### config.mk
export PLATFORM = sky130hd
export DESIGN_NAME = tx_ds_char_flat
export DESIGN_NICKNAME = d
export VERILOG_FILES = /design/src/rtl/tx_ds_pkg.sv /design/src/rtl/tx_ds_char_if.sv /design/src/rtl/tx_bit_strobe.sv /design/src/rtl/tx_ds_char.sv /design/src/flat_wrapper.sv
export SDC_FILE = /design/constraint.sdc
export NUM_CORES = 1
export LEC_CHECK = 0
export CAP_MARGIN = 10
export CORE_MARGIN = 5
export CORE_UTILIZATION = 47
export DETAILED_ROUTE_END_ITERATION = 7
export PLACE_DENSITY = 0.7
export SETUP_SLACK_MARGIN = 0.5
export SLEW_MARGIN = 20
export SYNTH_ARGS = -nofsm -noshare
export SYNTH_HDL_FRONTEND = slang
export SYNTH_HIERARCHICAL = 1
export SYNTH_SLANG_ARGS = --single-unit
### constraint.sdc
create_clock -name TxClk -period 2.35 [get_ports TxClk]
set_input_delay 0.705 -clock TxClk [delete_from_list [all_inputs] [get_ports TxClk]]
set_output_delay 0.705 -clock TxClk [all_outputs]
set_load 0.005 [all_outputs]
### src/rtl/tx_ds_pkg.sv
// Shared constants and helpers for the DS-SE character transmitter.
package tx_ds_pkg;

  localparam logic [1:0] CTL_FCT  = 2'b00;
  localparam logic [1:0] CTL_EOP1 = 2'b01;
  localparam logic [1:0] CTL_EOP2 = 2'b10;
  localparam logic [1:0] CTL_ESC  = 2'b11;

  localparam int unsigned CTL_CHAR_LEN = 4;

  typedef enum logic {
    TX_IDLE = 1'b0,
    TX_SEND = 1'b1
  } txState_e;

  // Data character = parity + flag + payload.
  function automatic int unsigned data_char_len(input int unsigned dataBits);
    return dataBits + 32'd2;
  endfunction

endpackage

### src/rtl/tx_ds_char_if.sv
// Character handshake between the link FSM / TX FIFO and the DS transmitter.
interface tx_ds_char_if #(
  parameter int unsigned DATA_BITS = 8
);
  logic                 TxValid;
  logic                 TxIsCtl;
  logic [DATA_BITS-1:0] TxData;
  logic                 TxReady;

  modport master (output TxValid, output TxIsCtl, output TxData, input TxReady);
  modport slave  (input TxValid, input TxIsCtl, input TxData, output TxReady);
endinterface

### src/rtl/tx_bit_strobe.sv
// Bit-rate divider: one-cycle strobe every BIT_DIV TxClk cycles, restartable.
module tx_bit_strobe #(
  parameter int unsigned BIT_DIV = 1
) (
  input  logic TxClk,
  input  logic TxReset,
  input  logic Clear,
  output logic BitStrobe_c
);

  localparam int unsigned CntW = (BIT_DIV > 1) ? $clog2(BIT_DIV) : 1;

  logic [CntW-1:0] divCnt;

  assign BitStrobe_c = ~TxReset & ~Clear & (divCnt == CntW'(BIT_DIV - 1));

  always_ff @(posedge TxClk or posedge TxReset) begin
    if (TxReset) begin
      divCnt <= '0;
    end else if (Clear || BitStrobe_c) begin
      divCnt <= '0;
    end else begin
      divCnt <= divCnt + CntW'(1);
    end
  end

endmodule

### src/rtl/tx_ds_char.sv
// IEEE-1355 DS-SE character transmitter: parity/flag framing, LSB-first
// serialisation, automatic NULL insertion and disconnect on disable.
module tx_ds_char
  import tx_ds_pkg::*;
#(
  parameter int unsigned DATA_BITS = 8,
  parameter int unsigned BIT_DIV   = 1
) (
  input  logic         TxClk,
  input  logic         TxReset,
  input  logic         TxEnable,
  tx_ds_char_if.slave  txIf,
  output logic         D,
  output logic         S
);

  localparam int unsigned DataLen = data_char_len(DATA_BITS);
  localparam int unsigned ShW     = DataLen;
  localparam int unsigned RemW    = $clog2(DataLen);

  logic            bitStrobe_c;
  logic            strobeClear;
  txState_e        curState;
  logic [ShW-1:0]  shiftReg, shiftNext;
  logic [RemW-1:0] remaining, remNext;
  logic            nullFctPending, flagNext;
  logic            parityHist, parNext;
  logic            dNext, sNext;
  logic [ShW-1:0]  curChar;
  logic            bitOut;
  logic            isCtl;
  logic [1:0]      ctlCode;

  assign strobeClear = ~TxEnable;

  tx_bit_strobe #(.BIT_DIV(BIT_DIV)) uBitStrobe (
    .TxClk       (TxClk),
    .TxReset     (TxReset),
    .Clear       (strobeClear),
    .BitStrobe_c (bitStrobe_c)
  );

  assign curState     = (remaining == '0) ? TX_IDLE : TX_SEND;
  assign txIf.TxReady = TxEnable & bitStrobe_c & (curState == TX_IDLE) & ~nullFctPending;

  // Character selection, serialisation and DS encoding.
  always_comb begin
    shiftNext = shiftReg;
    remNext   = remaining;
    flagNext  = nullFctPending;
    parNext   = parityHist;
    dNext     = D;
    sNext     = S;
    curChar   = '0;
    bitOut    = 1'b0;
    isCtl     = 1'b1;
    ctlCode   = CTL_ESC;

    if (!TxEnable) begin
      shiftNext = '0;
      remNext   = '0;
      flagNext  = 1'b0;
      parNext   = 1'b0;
      dNext     = 1'b0;
      sNext     = 1'b0;
    end else if (bitStrobe_c) begin
      case (curState)
        TX_IDLE: begin
          // Forced FCT half of a NULL beats the host; an empty slot starts a NULL.
          if (nullFctPending) begin
            ctlCode  = CTL_FCT;
            flagNext = 1'b0;
          end else if (txIf.TxValid) begin
            isCtl   = txIf.TxIsCtl;
            ctlCode = txIf.TxData[1:0];
          end else begin
            flagNext = 1'b1;
          end

          if (isCtl) begin
            curChar = ShW'({ctlCode, 1'b1, ~(parityHist ^ 1'b1)});
            remNext = RemW'(CTL_CHAR_LEN - 1);
            parNext = ^ctlCode;
          end else begin
            curChar = {txIf.TxData, 1'b0, ~parityHist};
            remNext = RemW'(DataLen - 1);
            parNext = ^txIf.TxData;
          end
          bitOut    = curChar[0];
          shiftNext = curChar >> 1;
        end
        default: begin
          bitOut    = shiftReg[0];
          shiftNext = shiftReg >> 1;
          remNext   = remaining - RemW'(1);
        end
      endcase
      dNext = bitOut;
      sNext = S ^ ~(D ^ bitOut);
    end
  end

  always_ff @(posedge TxClk or posedge TxReset) begin
    if (TxReset) begin
      shiftReg       <= '0;
      remaining      <= '0;
      nullFctPending <= 1'b0;
      parityHist     <= 1'b0;
      D              <= 1'b0;
      S              <= 1'b0;
    end else begin
      shiftReg       <= shiftNext;
      remaining      <= remNext;
      nullFctPending <= flagNext;
      parityHist     <= parNext;
      D              <= dNext;
      S              <= sNext;
    end
  end

endmodule

### src/flat_wrapper.sv
// flat-port wrapper written by rule: the top's interface ports become plain ports
module tx_ds_char_flat import tx_ds_pkg::*;
#(
  parameter int unsigned DATA_BITS = 8,
  parameter int unsigned BIT_DIV   = 1
)
  (TxClk, TxReset, TxEnable, D, S, txIf_TxValid, txIf_TxIsCtl, txIf_TxData, txIf_TxReady);
  tx_ds_char_if #(.DATA_BITS(DATA_BITS)) txIf_i ();
  input  logic TxClk;
  input  logic TxReset;
  input  logic TxEnable;
  output logic D;
  output logic S;
  input wire logic [$bits(txIf_i.TxValid)-1:0] txIf_TxValid;
  input wire logic [$bits(txIf_i.TxIsCtl)-1:0] txIf_TxIsCtl;
  input wire logic [$bits(txIf_i.TxData)-1:0] txIf_TxData;
  output wire logic [$bits(txIf_i.TxReady)-1:0] txIf_TxReady;
  assign txIf_i.TxValid = txIf_TxValid;
  assign txIf_i.TxIsCtl = txIf_TxIsCtl;
  assign txIf_i.TxData = txIf_TxData;
  assign txIf_TxReady = txIf_i.TxReady;
  tx_ds_char #(.DATA_BITS(DATA_BITS), .BIT_DIV(BIT_DIV)) u_core (.TxClk(TxClk), .TxReset(TxReset), .TxEnable(TxEnable), .txIf(txIf_i), .D(D), .S(S));
endmodule
==> results.md, run 1 <==
* Wire per inst at roughly 15 microns
* Post-synth net total at approximately 130
* Slew @ Worst Pin at approximately 330 ps
* Layout cell share with drive strength beyond 1 at around 28%
* Class of the worst hold path: in -> async
* Top delay family on crit path: simple AND/OR/NAND/NOR gates
* Area Growth Syn to Fin at 42.1%
* Non-Filler Instances at around 190
* Synth Instances at roughly 120
* Main synth FF type: dfrtp_1
* Status: complete, no violations
* Core area at ~0.0022 sq mm
* Post-route ant nets at 0
* Final worst-path cycle share at a little over nine tenths
* Async S/R FF share, synth at 100%
* DRT Wirelength at roughly 2700 microns
* Synthesized area per cell at 9.25 sq um
* Final Hold Vio Count at 0
* Hold WS at between 400 and 500 ps
* Worst path bufs/invs at 2
* First-pass GRT wire length at 4640 microns
* Power Density at 531 mW/mm^2
* Pre-antenna DRT Iters at 4
* IR Drop Worst-Case VDD at roughly 0.38 mV
* Antenna violations before repair at 0
* Worst-path clk slew at 120 ps
* Register area share after synthesis at a little over 40%
* Clk Tree Root Cell: clkbuf_4
* Post-DP Area at 0.00142 sq mm
* Vias/cell at 5.47
* Critical Path Source Type: flop
* Largest net degree at the start of global routing at 18
* Slew margin rel. at about four fifths
* DIE AREA at around 0.0034 sq mm
* Top Ports at 16
* Leak at 0.000694 uW
* Die height at slightly below 60 microns
* Ordered cell list for the critical path: inv_2, ha_4, or3b_4, nor3_4, buf_2
* Commonest cells after routing, fill and taps aside: buf_4 (23), dfrtp_1 (18), nand2_1 (12)
* Later-pin clock latency in the skew report at approximately 300 ps
* Yosys cell types at 34
* Inst Count DP at approximately 180
* Design Area, Final at around 0.0016 sq mm
* Cts bufs inserted at 3
* FF+latch count, synth at 18
* Antenna cells at 0
* Max incr delay on CP at between 400 and 500 ps
* DR vias at about 1.0k
* Minimum clock period at between 2000 and 2500 ps
* Slowest CP cell: dfrtp_1
* Fin nets at around 170
* Vias in the first global route at about 1.0k
* Synthesized area at around 0.0011 sq mm
* Cell Rows at 17
* Initial Util at about half
* Final Setup Violations at 0
* GRT overflow at 0
* WP depth at 5
* Critical path required time at ~1600 ps
* Longest Clk Path Bufs at 2
* Dpl hpwl at 1910 microns
* Tot GR Track Use at between 10% and 20%
* Max Freq at 438 MHz
* Number of enable flip-flop cells after synthesis at 0
* Max-slew violations at 0
* Clock skew at around 11 ps
* Die W at about 58 microns
* CP Capture Type: primary output
* Initial DRC count at 20
* # DRC at 0
* I/O Buffers at 15
* Worst R2R Path Depth at 8
* Final GP Congestion at 0.797
* Max-cap violations at 0
* RSZ-0062 raised after global routing: true
* Setup Crit Path Kind: reg -> out
* Most common cell after layout, fill and taps aside: buf_4
* CTS tree: yes
* Depth of the CTS H-tree at 1
* CP max FO at 2
* Crit path DAT at 1580 ps
* Clk sinks at 18
* Yosys warning count at 6
==> stage by stage <==
step           utilization, %  power [uW]  setup TNS (ps)  worst slack [ps]
3_3_place_gp             64.4         581            -846              -675
6_report                 70.1         823               0              65.0
3_5_place_dp             64.4         587           -1030              -674
2_1_floorplan               -         490               0               265
5_1_grt                  70.1         868           -7.45             -7.45
4_1_cts                  67.5         798               0              34.3
==> state kept, by name (all words and copies together), names as in the netlist <==
signal and cells:
u_core/shiftReg 9, u_core/remaining 4, u_core/D 1, u_core/S 1, u_core/nullFctPending 1, u_core/parityHist 1, u_core/uBitStrobe/divCnt 1
==> cell usage after synthesis (all sizes together), types with 2 or more instances <==
library cell / instances / share of area [%]
inv: 6 / 2.1
nand4b: 2 / 1.6
nor2: 8 / 2.8
nand3: 3 / 1.4
nand2b: 4 / 2.3
o211ai: 3 / 2.5
xnor2: 9 / 7.2
buf: 2 / 1.5
nand2: 13 / 4.5
mux2i: 5 / 4.6
a21oi: 8 / 3.7
ha: 2 / 2.3
nand4: 2 / 1.1
clkbuf: 3 / 1.0
o21ai: 7 / 3.2
nor2b: 2 / 1.1
a211oi: 2 / 1.4
nor3: 7 / 4.2
dfrtp: 18 / 41
nor3b: 3 / 3.6
==> metal layers <==
layer  vias to the layer above  GRT usage (%)  wire [microns]
met5                         -              0               0
met4                         0           6.95              14
met3                         2           2.67             162
met2                        37           29.8            1300
met1                       478           23.4            1260
li1                        500              -               -
==> cells by family after synthesis <==
| kind of cell | count (synthesis) | share of synthesized area [%] |
|---|---|---|
| flops | 18 | 41.3 |
| fa+ha+maj | 2 | 2.29 |
| simple gates | 48 | 25.2 |
| compound gates | 25 | 14.8 |
| mux | 5 | 4.59 |
| xor+xnor | 9 | 7.23 |
| buf+inv | 11 | 4.59 |
==> final cells by class <==
class / instances / area [sq um]
clock buffer: 4 / 36.3
fill: 185 / 662
inverter: 6 / 30.0
multi-input combinational: 89 / 637
sequential: 18 / 450
tap: 28 / 35.0
timing repair buffer: 41 / 362
==> timing repair <==
action                     4_1_cts  5_1_grt
pin swaps                        1        4
setup buffers                    3        4
gates resized for setup         16        7
hold buffers                     0        0
hold endpoints to repair         0        0
setup endpoints to repair       15        8
==> power breakdown <==
| part | switching, uW | total, uW | leakage (uW) | internal [uW] |
|---|---|---|---|---|
| logic | 134 | 283 | 0.000427 | 149 |
| clock network | 104 | 198 | 0.0000210 | 94.5 |
| registers | 14.6 | 343 | 0.000246 | 328 |
| total | 252 | 823 | 0.000694 | 571 |
==> worst reg2reg max path: stages, from the launching register on <==
cell      delay, ps
dfrtp_1         410
inv_2            80
ha_4            130
or3b_4          400
buf_4           150
buf_8           140
nor3_1          180
a21oi_1          70
a211oi_1        230
==> path summary, 6_finish.rpt <==
| path | start | endpoint | slack (ps) |
|---|---|---|---|
| setup / recovery | u_core/remaining[0] | txIf_TxReady | 60 |
| hold / removal | TxReset | u_core/uBitStrobe/divCnt | 420 |
| setup reg to reg | u_core/remaining[0] | u_core/shiftReg[1] | 480 |
| hold reg to reg | u_core/shiftReg[6] | u_core/shiftReg[6] | 500 |
| max in group asynchronous | TxReset | u_core/shiftReg[4] | 1530 |
| min in group TxClk | u_core/shiftReg[6] | u_core/shiftReg[6] | 500 |
(Power assumes the default switching activity.)
==> run 2: changes to the inputs <==
--- a/config.mk
+++ b/config.mk
@@ -7,11 +7,11 @@
 export LEC_CHECK = 0
 export CAP_MARGIN = 10
 export CORE_MARGIN = 5
-export CORE_UTILIZATION = 47
+export CORE_UTILIZATION = 50
+export CTS_BUF_LIST = sky130_fd_sc_hd__clkbuf_8
 export DETAILED_ROUTE_END_ITERATION = 7
-export PLACE_DENSITY = 0.7
+export PLACE_DENSITY = 0.74
 export SETUP_SLACK_MARGIN = 0.5
-export SLEW_MARGIN = 20
 export SYNTH_ARGS = -nofsm -noshare
 export SYNTH_HDL_FRONTEND = slang
 export SYNTH_HIERARCHICAL = 1
==> results.md, run 2 (same netlist as run 1, synthesis figures left out) <==
* Power Density at 526 mW/mm^2 (-0.97%)
* Die height at 56.7 microns (-2.5%)
* Max Freq at 439 MHz (+0.22%)
* IR Drop Worst-Case VDD at 0.504 mV (+32%)
* Design Area, Final at 0.00158 sq mm (+1.9%)
* # DRC at 0 (unchanged)
* Worst r2r dst: u_core/remaining[3]
* DR vias at 996 (-2.1%)
* Class of the worst hold path: in -> async
* Most common cell after layout, fill and taps aside: buf_4
* Longest Clk Path Bufs at 2 (unchanged)
* Worst R2R Setup Slack at 560 ps (+80 ps)
* Depth of the CTS H-tree at 1 (unchanged)
* Leak at 0.000717 uW (+3.3%)
* Max incr delay on CP at 400 ps (about the same)
* Worst-path clk slew at 70 ps (-50 ps)
* Register with the highest flop count: u_core/shiftReg
* Commonest cells after routing, fill and taps aside: buf_4 (21), dfrtp_1 (18), nand2_1 (12)
* Ordered cell list for the critical path: inv_2, ha_4, or3b_4, nor3_4, buf_2
* Top Ports at 16 (unchanged)
* DIE AREA at 0.00322 sq mm (-5.0%)
* Worst R2R Path Depth at 7 (-1)
* Reg2Reg Launch Point: u_core/remaining[0]
* Initial Util at 50.8% (+1.5 points)
* Clk sinks at 18 (unchanged)
* Multi-input logic area at 649 sq um (+2.0%)
* CTS Hold Bufs at 0 (unchanged)
* Clock skew at 1.39 ps (-9.17 ps)
* Final GP Congestion at 0.818 (+2.7%)
* Final worst-path cycle share at 97.0% (-0.21 points)
* Cts bufs inserted at 3 (unchanged)
* Fin nets at 173 (-0.57%)
* Vias/cell at 5.41 (-1.0%)
* Final Setup Violations at 0 (unchanged)
* Later-pin clock latency in the skew report at 250 ps (-50 ps)
* Final Hold Vio Count at 0 (unchanged)
* Wire per inst at 14.5 microns (-1.0%)
* Crit path DAT at 1580 ps (about the same)
* Slowest CP cell: or3b_4
* Initial DRC count at 36 (+80%)
* Cell Rows at 17 (unchanged)
* Status: complete, no violations
* Minimum clock period at 2280 ps (-4.97 ps)
* GRT overflow at 0 (unchanged)
* Core area at 0.00215 sq mm (-2.9%)
* PnR worst setup slack at 70.0 ps (+4.97 ps)
* First-pass GRT wire length at 4280 microns (-7.9%)
* Hold WS at 484 ps (+63.6 ps)
* Layout cell share with drive strength beyond 1 at 29.5% (+1.0 points)
* Critical path required time at 1640 ps (about the same)
* Tot GR Track Use at 17.4% (-0.61 points)
* Vias in the first global route at 931 (-11%)
* Die W at 56.7 microns (-2.5%)
* CP Capture Type: primary output
* Dpl hpwl at 1860 microns (-2.4%)
* Slew @ Worst Pin at 434 ps (+109 ps)
* I/O Buffers at 15 (unchanged)
* Clk Tree Root Cell: clkbuf_8
* Setup Crit Path Kind: reg -> out
* Antenna violations before repair at 0 (unchanged)
* FF+latch area at 450 sq um (unchanged)
* Largest net degree at the start of global routing at 18 (unchanged)
* Regs by FF count: u_core/shiftReg: 9 flops, u_core/remaining: 4 flops
* RSZ-0062 raised after global routing: true
* Max-slew violations at 0 (unchanged)
* Number of fill cells at 150 (-19%)
* Critical Path Source Type: flop
* Pre-CTS setup slack at -673 ps (+0.784 ps)
* Post-route ant nets at 0 (unchanged)
* CTS tree: yes
* Pre-antenna DRT Iters at 4 (unchanged)
* DRT Wirelength at 2670 microns (-2.1%)
* CP max FO at 3 (+1)
* Area Growth Syn to Fin at 44.7%
* Post-DP Area at 0.00141 sq mm (-1.1%)
* Tot Pwr at 831 uW (+0.87%)
* Antenna cells at 0 (unchanged)
* Max-cap violations at 0 (unchanged)
* Slew margin rel. at 71.0% (-7.1 points)
* Max FFs per register at 9 (unchanged)
-- run 2: where the power goes --
group	internal, uW	leakage [uW]	switching, uW
Clock	114	0.0000216	101
Combinational	140	0.000449	132
Sequential	329	0.000246	14.9
-- run 2: per-layer routing --
layer | vias to the layer above | GRT usage [%] | share of wire, %
li1 | 492 | - | -
met1 | 476 | 22.7 | 47
met2 | 22 | 25.7 | 47
met3 | 6 | 4.60 | 3.7
met4 | 0 | 9.49 | 2.6
met5 | - | 0 | 0
-- run 2: worst max path at each step --
stage	slack (ps)	startpoint	end
after global routing	-2	u_core/remaining[0]	txIf_TxReady
after CTS	70	u_core/remaining[1]	txIf_TxReady
after floorplan	270	TxEnable	txIf_TxReady
after global placement	-670	TxEnable	txIf_TxReady
after detailed placement	-670	TxEnable	txIf_TxReady
final	70	u_core/remaining[0]	txIf_TxReady
-- run 2: timing repair --
action | in CTS | in global routing
resized for setup | 14 | 11
pin swaps | 2 | 3
endpoints found under the setup margin | 19 | 15
buffers inserted | 3 | 5
-- run 2: final cells by class --
type,count,area share (%)
flip-flops and latches,18,28.5
repair buffers,40,23.6
inverters,6,1.90
well taps,28,2.22
clock buffers,3,2.61
multi-input cells,89,41.1
-- run 2: metrics by stage --
| stage | cells | setup TNS (ps) | utilization (%) |
|---|---|---|---|
| final | 184 | 0 | 73.5 |
| after global routing | 184 | -1.91 | 73.5 |
| after CTS | 179 | 0 | 69.4 |
| after detailed placement | 173 | -867 | 65.6 |
| after global placement | 173 | -780 | 65.6 |
| after floorplan | 118 | 0 | - |
-- run 2: critical path, delay by kind of cell, from the launching register on --
family                   cells  cell delay (ps)
adder cells (fa/ha/maj)      1              130
AND/OR/NAND/NOR              2              580
buffers and inverters        2              210
flip-flops                   1              390
